--- src/rtl/mem_access_unit.sv ---
// mem_access_unit: MEM-stage initiator for a byte-wide data memory.
// Turns one CPU load/store (byte/half/word) into consecutive single-byte
// accesses, big-endian (MS byte at the lowest address), and stalls the
// pipeline until the access completes.
// Ports:
//   clk, rst                   clock, async active-high reset
//   req_valid/write/size/signed/addr/wdata   request from the MEM stage
//   stall                      hold pipeline registers (combinational)
//   resp_valid/error/rdata     one-cycle completion (registered)
//   mem_address/write_data/read/write   registered memory strobes
//   mem_read_data              combinational read data from memory
module mem_access_unit #(
  parameter int unsigned ADDRESSL = 32,
  parameter int unsigned WORD     = 8,
  parameter int unsigned DATAW    = 32
) (
  input  logic                clk,
  input  logic                rst,
  input  logic                req_valid,
  input  logic                req_write,
  input  logic [1:0]          req_size,
  input  logic                req_signed,
  input  logic [ADDRESSL-1:0] req_addr,
  input  logic [DATAW-1:0]    req_wdata,
  output logic                stall,
  output logic                resp_valid,
  output logic                resp_error,
  output logic [DATAW-1:0]    resp_rdata,
  output logic [ADDRESSL-1:0] mem_address,
  output logic [WORD-1:0]     mem_write_data,
  output logic                mem_read,
  output logic                mem_write,
  input  logic [WORD-1:0]     mem_read_data
);

  typedef enum logic [1:0] {IDLE, ACCESS, DONE} state_t;

  state_t               state;
  logic [1:0]           idx;
  logic [1:0]           last_q;
  logic [ADDRESSL-1:0]  addr_q;
  logic [DATAW-1:0]     wdata_q;
  logic [DATAW-1:0]     buf_q;
  logic [1:0]           size_q;
  logic                 write_q;
  logic                 signed_q;

  logic [1:0]           req_last_c;
  logic                 req_mis_c;
  logic [1:0]           idx_inc_c;
  logic [DATAW-1:0]     buf_next_c;

  // Byte sel of a store word, sel counted from the LS byte.
  function automatic logic [WORD-1:0] pick(input logic [DATAW-1:0] d,
                                           input logic [1:0] sel);
    return d[WORD*int'(sel) +: WORD];
  endfunction

  // Load result extension; size 11 behaves as a word.
  function automatic logic [DATAW-1:0] extend(input logic [DATAW-1:0] b,
                                              input logic [1:0] sz,
                                              input logic sgn);
    case (sz)
      2'b00:   return {{(DATAW-8){sgn & b[7]}}, b[7:0]};
      2'b01:   return {{(DATAW-16){sgn & b[15]}}, b[15:0]};
      default: return b;
    endcase
  endfunction

  // Index of the final byte of the incoming request and its alignment.
  always_comb begin
    case (req_size)
      2'b00:   req_last_c = 2'd0;
      2'b01:   req_last_c = 2'd1;
      default: req_last_c = 2'd3;
    endcase
    req_mis_c = ((req_size == 2'b01) && req_addr[0]) ||
                (req_size[1] && (req_addr[1:0] != 2'b00));
  end

  assign idx_inc_c  = idx + 2'd1;
  assign buf_next_c = {buf_q[DATAW-WORD-1:0], mem_read_data};

  // Gated by rst so every output reads 0 while reset is held.
  assign stall = ~rst & (((state == IDLE) && req_valid) || (state == ACCESS));

  // FSM with registered memory strobes and response.
  always_ff @(posedge clk or posedge rst) begin
    if (rst) begin
      state          <= IDLE;
      idx            <= 2'd0;
      last_q         <= 2'd0;
      addr_q         <= '0;
      wdata_q        <= '0;
      buf_q          <= '0;
      size_q         <= 2'b00;
      write_q        <= 1'b0;
      signed_q       <= 1'b0;
      resp_valid     <= 1'b0;
      resp_error     <= 1'b0;
      resp_rdata     <= '0;
      mem_address    <= '0;
      mem_write_data <= '0;
      mem_read       <= 1'b0;
      mem_write      <= 1'b0;
    end else begin
      case (state)
        IDLE: begin
          if (req_valid) begin
            idx      <= 2'd0;
            last_q   <= req_last_c;
            addr_q   <= req_addr;
            wdata_q  <= req_wdata;
            size_q   <= req_size;
            write_q  <= req_write;
            signed_q <= req_signed;
            buf_q    <= '0;
            if (req_mis_c) begin
              state      <= DONE;
              resp_valid <= 1'b1;
              resp_error <= 1'b1;
              resp_rdata <= '0;
            end else begin
              // Present the first byte access already on entry to ACCESS.
              state          <= ACCESS;
              mem_address    <= req_addr;
              mem_read       <= ~req_write;
              mem_write      <= req_write;
              mem_write_data <= req_write ? pick(req_wdata, req_last_c) : '0;
            end
          end
        end

        ACCESS: begin
          if (!write_q) buf_q <= buf_next_c;
          if (idx == last_q) begin
            state          <= DONE;
            mem_address    <= '0;
            mem_write_data <= '0;
            mem_read       <= 1'b0;
            mem_write      <= 1'b0;
            resp_valid     <= 1'b1;
            resp_error     <= 1'b0;
            resp_rdata     <= write_q ? '0 : extend(buf_next_c, size_q, signed_q);
          end else begin
            idx            <= idx_inc_c;
            mem_address    <= addr_q + ADDRESSL'(idx_inc_c);
            mem_write_data <= write_q ? pick(wdata_q, last_q - idx_inc_c) : '0;
          end
        end

        DONE: begin
          state      <= IDLE;
          resp_valid <= 1'b0;
          resp_error <= 1'b0;
          resp_rdata <= '0;
        end

        default: state <= IDLE;
      endcase
    end
  end

endmodule
--- config.mk ---
export PLATFORM = sky130hd
export DESIGN_NAME = mem_access_unit
export DESIGN_NICKNAME = d
export VERILOG_FILES = /design/src/rtl/mem_access_unit.sv
export SDC_FILE = /design/constraint.sdc
export NUM_CORES = 1
export LEC_CHECK = 0
export ABC_AREA = 1
export BUFFER_PORTS_ARGS = -buffer_cell sky130_fd_sc_hd__buf_2
export CORE_MARGIN = 4
export CORE_UTILIZATION = 30
export DETAILED_ROUTE_END_ITERATION = 8
export GPL_TIMING_DRIVEN = 1
export MAX_ROUTING_LAYER = met4
export PLACE_DENSITY = 0.56
export SYNTH_ARGS = -nofsm -noshare
export SYNTH_HDL_FRONTEND = slang
export SYNTH_SLANG_ARGS = --single-unit
--- constraint.sdc ---
create_clock -name clk -period 8.39 [get_ports clk]
set_clock_uncertainty 0.05 [all_clocks]
set_input_delay 1.678 -clock clk [delete_from_list [all_inputs] [get_ports clk]]
set_output_delay 1.678 -clock clk [all_outputs]
set_load 0.1 [all_outputs]
### Yosys cells after proc, flatten, opt, wreduce, memory -nomap -nowiden

Cells that the tools add are included.

| storage, ports and cells | value |
|---|---|
| word-level logic and storage cells | 94 |
| register bits | 174 |
| output and inout port bits | 77 |

| cells by class | value |
|---|---|
| eq/ne operators | 11 |
| shift operators | 2 |
| reductions and logical operators | 18 |
| multiplexer cells | 39 |
| add/sub/neg operators | 3 |
| bitwise logic cells | 5 |

Operators with widths:

| kind | count |
|---|---|
| $mux 32 | 7 |
| $pmux 32 s2 | 2 |
| $pmux 32 s3 | 1 |
| $shiftx 32x6->8 | 2 |
| $mux 24 | 2 |
| $pmux 24 s2 | 1 |
| $mux 8 | 5 |
| $add 32x2->32 | 1 |
| $pmux 8 s2 | 1 |
| $pmux 2 s2 | 3 |
| $mux 2 | 5 |
| $ne 2x2->1 const B | 5 |
| $reduce_and 3->1 | 3 |
| $mux 1 | 8 |
| $reduce_and 4->1 | 2 |
| $eq 2x1->1 const B | 3 |
| $logic_not 2->1 | 3 |
| $pmux 1 s3 | 2 |
| $pmux 1 s2 | 2 |
| $reduce_and 2->1 | 2 |
| $reduce_bool 2->1 | 2 |
| $and 1x1->1 | 3 |
| $logic_and 1x1->1 | 3 |
| $reduce_bool 3->1 | 1 |
| other kinds (7) | 9 |

### Logic depth before layout (Yosys ltp)

| logic depth | value |
|---|---|
| depth after elaboration | 7 |
| depth in mapped cells | 12 |
| depth with buffers taken out | 12 |

### Least setup slack after synthesis

No wires, ideal clock.

| timing path | value |
|---|---|
| kind | input to output |
| start | input port req_valid |
| end | output port stall |
| stages on the path | 3 |
| slack | 3190 ps |
| required time | 6662 ps |
| data arrival time | 3472 ps |
| cells stage by stage | nand2_1 clkbuf_1 a21oi_1 |

| on the way | value |
|---|---|
| longest elaborated chain between the ends | 3 |

RTL lines:

| what | RTL line | RTL |
|---|---|---|
| start, declared | 19 | `input logic req_valid,` |
| $logic_and 1x1->1 | 85 | `assign stall = ~rst & (((state == IDLE) && req_valid) \|\| (state == ACCESS));` |
| $logic_or 1x1->1 | 85 |  |
| $and 1x1->1 | 85 |  |
| end, declared | 25 | `output logic stall,` |

No other way between the ends.

### Worst setup path after layout

Same ends and word-level chain as after synthesis.

==> qor.csv <==
metric;value;unit
routability cong.;0.9451;
commonest non-fill, non-tap cell in the layout;nand2_1;
Crit path required time;6660;ps
# hold bufs at CTS;0;
placed cell area;0.009585;mm²
Post-Synthesis Cells;1074;
Worst Setup SP;req_valid;
outcome;finished clean;
DRC Markers;0;
Slowest cell on crit path;buf_2;
top cells by area, synth;dfrtp_1 51%, nand2_1 12%, a21oi_1 7.1%;
initial antenna violation count;1;
Cell Area, Synth;0.008533;mm²
largest net degree at the start of global routing;100;
met2 usage;24.57;%
setup bufs post-CTS;0;
WP depth;4;
Final Setup Violations;0;
Final Cell Area;0.01019;mm²
Peak Freq;0.2322;GHz
Layout Cells excl Fill;1597;
wire per inst;15.95;µm
area share of the largest cell type after synthesis;51.03;%
Tmin final;4306;ps
I/O pin count;156;
Initial Utilization;30.55;%
Max Cap Violations;0;
Reg2Reg Depth;7;
1st-iter DRT viols;480;
GR peak layer;met2;
Least-Margin Pin Slew;965.5;ps
Tcrit/Tclk final;51.32;%
Worst Path Buf+Inv;2;
Hold Vio Cnt, Final;0;
placed insts;1564;
Max Slew Vio Count;0;
synthesized flop and latch total;174;
EDFF count, synth;0;
final antenna-violating net count;0;
# nets final;1292;
chip height;176.7;µm
first-pass GRT wire length;40770;µm
Worst setup SP type;input pin;
Async SR Flop Fraction;100.0;%
synth warn;0;
Cell Rows;61;
CTS tree;built;
port buffer count;155;
post_cts resized;0;
endpoint type of the worst setup path;primary output;
min-delay worst type;flop to flop;
Congestion Overflow GR;0;
CP most frequent cell;buf_2;
cell taking the most area after synthesis;dfrtp_1;
Clock transition at path regs;70;ps
Critical R2R Capture;mem_write_data[7]$_DFFE_PP0P_;
largest buffer count on any clock path;2;
Worst path max stage delay;450;ps
clock root cell;clkbuf_16;
reg2reg setup slack;5100;ps
met1 GRT Util;24.27;%
First-pass DRT Iterations;5;
commonest non-fill, non-tap cells in the layout;283 x nand2_1, 174 x dfrtp_1, 155 x buf_2;
syn nets;1161;
Top FF cell, synth;dfrtp_1;
sequential-to-total area share from yosys stat;51.03;%
Std-Cell Core Area;0.02793;mm²
cells along the critical path;buf_2, nand2_1, a21oi_1, buf_2;
R2R Path Start;idx[0]$_DFFE_PP0P_;
sum of negative setup slack;0;ps
die area;0.03121;mm²
DIE WIDTH;176.7;µm
# clock sinks;174;
share of layout cells above drive strength 1;17.49;%
crit path to;stall;
synthesis-to-layout area growth;19.47;%
Clock Latency Late Sink;440;ps
dpl hpwl;17410;µm
Largest delay share family, worst path;buffers and inverters;
TritonCTS buffer count;17;
Routed WL;25470;µm
Data arrival, critical path;2580;ps
Crit Path Max Fanout;2;
Slew Limit Headroom;35.63;%
RSZ-0062 raised after global routing;no;
H-Tree Depth;4;
via-per-instance ratio;4.719;
number of global-route vias before repair;7267;
GR Util met3;3.418;%
Unique masters post-synth;34;
Syn Area/Cell;7.945;µm²
DR vias;7537;
Total GRT Usage;16.88;%
Worst Setup Path Type;input pin to primary output;
[synthesized netlist by cell type (4+ instances only)]
master      n
mux2i_1     8
nand3_1    34
buf_2      17
o22ai_1    25
xor2_1      4
clkbuf_1   25
nand4_1     7
o211ai_1   25
nand2_1   283
o21ai_0    86
dfrtp_1   174
inv_1      98
nor2_1    120
inv_2       6
buf_6       4
ha_1        7
nor2_2      6
a21oi_1   121
[metal layers]
metal  wire length (µm)  part of all wire (%)
met3               1218                   4.8
met1              12710                    50
met4                366                   1.4
met5                  0                     0
met2              11170                    44
[state kept, by name, summed over array words and instances, names as in the netlist]
name            cells
addr_q             32
mem_address        32
resp_rdata         32
wdata_q            32
buf_q              24
mem_write_data      8
idx                 2
last_q              2
size_q              2
state               2
mem_read            1
mem_write           1
resp_error          1
resp_valid          1
signed_q            1
write_q             1
[per-stage QoR]
| stage | hold WS (ps) | setup WS, ps | utilization, % |
|---|---|---|---|
| detailed placement | 415.0 | 4114 | 34.31 |
| floorplan | 398.1 | 1945 | - |
| global placement | 410.4 | 4093 | 34.31 |
| CTS | 434.5 | 4108 | 36.49 |
| global route | 453.6 | 3988 | 36.50 |
| finish | 431.2 | 4084 | 36.50 |
[tightest hold or removal path, delay by kind of cell, from the launching register on]
kind             cells  cell delay (ps)
and+or+nand+nor      2              100
DFF                  1              350
[area by class of cell]
cell class | instances | area, µm²
Antenna cell | 1 | 2.502
Clock buffer | 18 | 439.2
Clock inverter | 14 | 167.7
Fill cell | 2978 | 17740
Inverter | 105 | 399.1
Multi-Input combinational cell | 746 | 3538
Sequential cell | 174 | 4354
Tap cell | 378 | 473.0
Timing Repair Buffer | 161 | 820.8
[cells by family (layout without fill, tap and decap cells)]
logic type | Yosys count | in the layout | synth area share, %
XOR/XNOR | 7 | 7 | 0.7185
buffers and inverters | 154 | 298 | 7.507
flip-flops | 174 | 174 | 51.03
AO/OA/AOI/OAI | 265 | 265 | 17.04
multiplexers | 8 | 8 | 0.9385
adder cells (fa/ha/maj) | 8 | 8 | 1.261
other | 0 | 1 | 0
AND/OR/NAND/NOR | 458 | 458 | 21.51
[how the worst min path moves through the flow]
stage | from | to | slack (ps) | cells past startpoint
after floorplan | wdata_q[24]$_DFFE_PP0P_ | wdata_q[24]$_DFFE_PP0P_ | 400 | 2
after global placement | wdata_q[27]$_DFFE_PP0P_ | wdata_q[27]$_DFFE_PP0P_ | 410 | 2
after detailed placement | wdata_q[30]$_DFFE_PP0P_ | wdata_q[30]$_DFFE_PP0P_ | 420 | 2
after CTS | wdata_q[30]$_DFFE_PP0P_ | wdata_q[30]$_DFFE_PP0P_ | 430 | 2
after global routing | wdata_q[30]$_DFFE_PP0P_ | wdata_q[30]$_DFFE_PP0P_ | 450 | 2
final | wdata_q[30]$_DFFE_PP0P_ | wdata_q[30]$_DFFE_PP0P_ | 430 | 2
Power is not shown: default switching activity piles up to over one toggle a cycle in this logic, so the estimate is an artifact.
